<file path="config.mk">
export PLATFORM = sky130hd
export DESIGN_NAME = writeback_queue
export DESIGN_NICKNAME = d
export VERILOG_FILES = /design/src/rtl/writeback_queue.sv
export SDC_FILE = /design/constraint.sdc
export NUM_CORES = 1
export LEC_CHECK = 0
export ABC_AREA = 1
export CAP_MARGIN = 10
export CORE_MARGIN = 10
export CORE_UTILIZATION = 44
export CTS_CLUSTER_DIAMETER = 80
export DETAILED_ROUTE_END_ITERATION = 10
export PLACE_DENSITY = 0.66
export REMOVE_ABC_BUFFERS = 1
export SYNTH_ARGS = -nofsm -noshare
export SYNTH_HDL_FRONTEND = slang
export SYNTH_SLANG_ARGS = --single-unit
</file>
<file path="constraint.sdc">
create_clock -name clk -period 3.8 [get_ports clk]
set_clock_uncertainty 0.05 [all_clocks]
set_input_delay 0.76 -clock clk [delete_from_list [all_inputs] [get_ports clk]]
set_output_delay 0.76 -clock clk [all_outputs]
set_load 0.02 [all_outputs]
</file>
<file path="src/rtl/writeback_queue.sv">
// In-order write queue in front of the 16-entry register file: buffers write
// requests, drains one per cycle into the write port, and forwards pending values.
module writeback_queue #(
    parameter int DEPTH = 4,
    parameter int WIDTH = 20
) (
    input  logic                     clk,
    input  logic                     rst,
    input  logic                     in_valid,
    output logic                     in_ready,
    input  logic [3:0]               in_sel,
    input  logic [WIDTH-1:0]         in_data,
    input  logic                     rf_busy,
    output logic                     w,
    output logic [3:0]               w_select,
    output logic [WIDTH-1:0]         write,
    input  logic [3:0]               r1_select,
    input  logic [3:0]               r2_select,
    output logic                     fwd1_hit,
    output logic                     fwd2_hit,
    output logic [WIDTH-1:0]         fwd1_data,
    output logic [WIDTH-1:0]         fwd2_data,
    output logic [$clog2(DEPTH):0]   count
);
    localparam int AW = $clog2(DEPTH);
    localparam logic [AW:0] FULL = (AW+1)'(DEPTH);

    logic [3:0]       r_sel  [DEPTH];
    logic [WIDTH-1:0] r_data [DEPTH];
    logic [AW-1:0]    r_wptr;
    logic [AW-1:0]    r_rptr;
    logic [AW:0]      r_count;

    logic w_push;
    logic w_pop;
    logic w_empty;

    assign w_empty  = (r_count == '0);
    // Full blocks a push even if the head drains this same cycle.
    assign in_ready = (r_count != FULL);
    assign w_push   = in_valid & in_ready;
    assign w_pop    = ~w_empty & ~rf_busy;

    assign w        = w_pop;
    assign w_select = w_empty ? 4'd0 : r_sel[r_rptr];
    assign write    = w_empty ? '0   : r_data[r_rptr];
    assign count    = r_count;

    always_ff @(posedge clk or posedge rst) begin
        if (rst) begin
            r_wptr  <= '0;
            r_rptr  <= '0;
            r_count <= '0;
        end else begin
            if (w_push) r_wptr <= r_wptr + AW'(1);
            if (w_pop)  r_rptr <= r_rptr + AW'(1);
            case ({w_push, w_pop})
                2'b10:   r_count <= r_count + (AW+1)'(1);
                2'b01:   r_count <= r_count - (AW+1)'(1);
                default: r_count <= r_count;
            endcase
        end
    end

    // Payload storage needs no reset: occupancy alone decides what is valid.
    always_ff @(posedge clk) begin
        if (w_push) begin
            r_sel[r_wptr]  <= in_sel;
            r_data[r_wptr] <= in_data;
        end
    end

    // Scan oldest to newest so the last match (closest to the write pointer) wins.
    for (genvar gi = 0; gi < 2; gi++) begin : g_fwd
        logic [3:0]       w_key;
        logic             w_hit;
        logic [WIDTH-1:0] w_val;

        assign w_key = (gi == 0) ? r1_select : r2_select;

        always_comb begin
            w_hit = 1'b0;
            w_val = '0;
            for (int a = 0; a < DEPTH; a++) begin
                if (((AW+1)'(a) < r_count) && (r_sel[r_rptr + AW'(a)] == w_key)) begin
                    w_hit = 1'b1;
                    w_val = r_data[r_rptr + AW'(a)];
                end
            end
        end
    end

    assign fwd1_hit  = g_fwd[0].w_hit;
    assign fwd1_data = g_fwd[0].w_val;
    assign fwd2_hit  = g_fwd[1].w_hit;
    assign fwd2_data = g_fwd[1].w_val;

endmodule

</file>
==> flow_summary.ini <==
[outcome]
status = complete, no violations

[worst_setup_path]
path_depth = 12
crit_arrival_ns = 2.92
crit_end = fwd2_data[17]
crit_family = simple AND/OR/NAND/NOR gates
crit_chain = inv_4 > nand2_2 > nand2_8 > nand3_1 > nand2_1 > xor2_1 > nand3_1 > nor2_4 > buf_12 > nand2_1 > nand2_1 > dlygate4sd2_1
cp_slowest_stage_delay_ns = 0.54
worstSetupEndpointType = primary output
cpMaxStageDelayCell = dfrtp_4
worst-r2r-cell-count = 11
cp-start-kind = flop
timing.rr.end = count[2]$_DFFE_PP0P_
worst-path-buf-inv = 3
path_max_fanout = 15
critPathLaunch = r_rptr[0]$_DFFE_PP0P_
crit_type = flop to primary output
cp.required_ns = 2.99
ff2ff_setup_slack_ns = 1.38
worstReg2RegStart = count[0]$_DFFE_PP0P_
crit_top_cell = nand2_1

[die]
die_area_um2 = 23900
die_h_um = 155
rows = 49
initial_core_util = 0.446
die_w_um = 155
core_um2 = 17900
ioPinCount = 107

[pwr]
power_density_nw_per_um2 = 992
p_switching_mw = 5.13
swShare = 0.528
combinationalPowerShare = 0.728
seqPwrFrac = 0.170
p_clk_frac = 0.102
peakVddDrop_uv = 486
leakagePower_nw = 4.60
internal_power_mw = 4.57

[detailed_routing]
dr_total_vias = 7724
wl_per_cell_um = 16.6
ant_nets = 0
drc = 0
vias_per_cell = 5.29
finalWirelength_mm = 24.2
drtIter0Drc = 707
firstDrtPassIters = 5

[logic_synthesis]
synth.area.top_cells = edfxtp_1, nand2_1, nand3_1
synth_area_um2 = 7980
synth_seq_cells = 103
synth_warnings = 0
synth.distinct_cells = 32
postSynthAreaPerCell_um2 = 7.07
syn_inst = 1129
yosysTopAreaCellShare = 0.361
ys_seq_area_frac = 0.383
synth.largest_area_cell = edfxtp_1

[sta]
fin_crit_ns = 3.73
holdWs_ns = 0.508
hold_viol = 0
worst_slew_pin_slew_ns = 0.656
setup_slack_ns = 0.0702
finalCritPeriodShare = 0.982
fmax_mhz = 268
maxSlewHeadroom = 0.562
setup_tns_ns = 0
setup_violations = 0
slew_violations = 0

[layout]
fin_util = 0.546
layout-drive-gt1-share = 0.0877
syn_to_final_growth_pct = 22.5
multi_input_area_um2 = 4320
fin_nets = 1272
instances_no_fill = 1461
mostFrequentLayoutCell = nand2_1
final_cell_mix = nand2_1, nand3_1, nor2_1
fillers = 1733
diodes = 0
seqCellArea_um2 = 3060

[place]
globalplace.congestion = 0.919
portBuffers = 106
pre_cts_slack_ns = 0.00520
hpwl_mm = 17.1
placed_cells = 1439

[global_routing]
overflow = 0
grtUsageTotal = 0.197
antenna_found_initial = 0
grt_pass1_wl_mm = 38.0
grt_pass1_vias = 7374
grt_max_degree = 45

[job]
drv_cap = 0

[clocking]
cts_buffer_depth = 2
clk_latency_ns = 0.36
htree_levels = 3
cts_tree = yes
root_buffer = clkbuf_16
clkSinkCount = 103
cts_buffers = 9
hold_buffers = 0
path_clk_slew_ns = 0.07

[hold_path]
worstHoldPathType = flop to flop
[worst register-to-register path: cells and delay by family, from the launching register on]
kind / cells / cell delay, ns
flip-flops: 1 / 0.45
AND/OR/NAND/NOR: 3 / 0.49
buffers and inverters: 4 / 0.48
AO/OA/AOI/OAI: 1 / 0.10
adder cells (fa/ha/maj): 2 / 0.59
XOR/XNOR: 1 / 0.15
[Yosys cell counts (all sizes together)]
| library cell | number |
|---|---|
| or2 | 1 |
| inv | 55 |
| a21boi | 1 |
| and2 | 1 |
| nand3 | 124 |
| o21a | 19 |
| a21oi | 3 |
| o211ai | 2 |
| xor2 | 13 |
| o21ai | 76 |
| edfxtp | 96 |
| dfrtp | 7 |
| nor2 | 131 |
| nand4 | 40 |
| ha | 9 |
| xnor2 | 2 |
| buf | 58 |
| clkbuf | 18 |
| nand2 | 435 |
| mux2i | 38 |
[metal layers]
metal,track usage,part of all wire,up-vias
li1,-,-,3924
met1,0.248,0.42,3494
met2,0.330,0.48,271
met3,0.0424,0.076,35
met4,0.0598,0.015,0
met5,0,0,-
[cell families after synthesis]
logic type                 Yosys count  synth area share
adders and majority gates            9            0.0141
buffers and inverters              131            0.0820
muxes                               38            0.0477
DFF                                103             0.383
xor gates and xnor gates            15            0.0165
AOI/OAI and AO/OA                  101            0.0720
and+or+nand+nor                    732             0.385
[area by class of cell]
class / instances / area share
Timing Repair Buffer: 162 / 0.162
Sequential cell: 103 / 0.313
Clock inverter: 2 / 0.00397
Multi-Input combinational cell: 896 / 0.442
Clock buffer: 14 / 0.0282
Inverter: 55 / 0.0214
Tap cell: 229 / 0.0293
[power by group through the flow]
stage | logic (mW) | clock network (mW) | registers [mW]
after floorplan | 4.11 | 0 | 1.80
after global placement | 7.11 | 0 | 1.67
after detailed placement | 7.16 | 0 | 1.68
after CTS | 6.98 | 0.991 | 1.66
after global routing | 7.78 | 1.05 | 1.67
final | 7.07 | 0.989 | 1.65
[timing repair]
item                                   4_1_cts  5_1_grt
buffers inserted                             1        4
gates resized for setup                     45       25
endpoints found under the hold margin        0        0
pin swaps                                    0        2
cloned                                       0        1
setup endpoints to repair                   42       42
[through the flow]
step	total power, mW	instance area [um^2]
final	9.70	9780
after floorplan	5.91	7540
after CTS	9.63	9740
after global routing	10.5	9780
after global placement	8.78	9450
after detailed placement	8.84	9450
[worst min path at each step]
stage | slack [ns] | start | depth (start not counted) | end
finish | 0.51 | count[1]$_DFFE_PP0P_ | 2 | count[1]$_DFFE_PP0P_
global route | 0.58 | count[1]$_DFFE_PP0P_ | 2 | count[1]$_DFFE_PP0P_
CTS | 0.51 | count[1]$_DFFE_PP0P_ | 2 | count[1]$_DFFE_PP0P_
detailed placement | 0.50 | count[1]$_DFFE_PP0P_ | 2 | count[1]$_DFFE_PP0P_
global placement | 0.49 | count[1]$_DFFE_PP0P_ | 2 | count[1]$_DFFE_PP0P_
floorplan | 0.51 | rst | 1 | count[0]$_DFFE_PP0P_
[state kept, by name, summed over array words and instances, names as in the netlist]
signal and count:
r_data 80, count 3, r_sel 16, r_rptr 2, r_wptr 2
No activity file was read; power rests on OpenSTA's default activity.
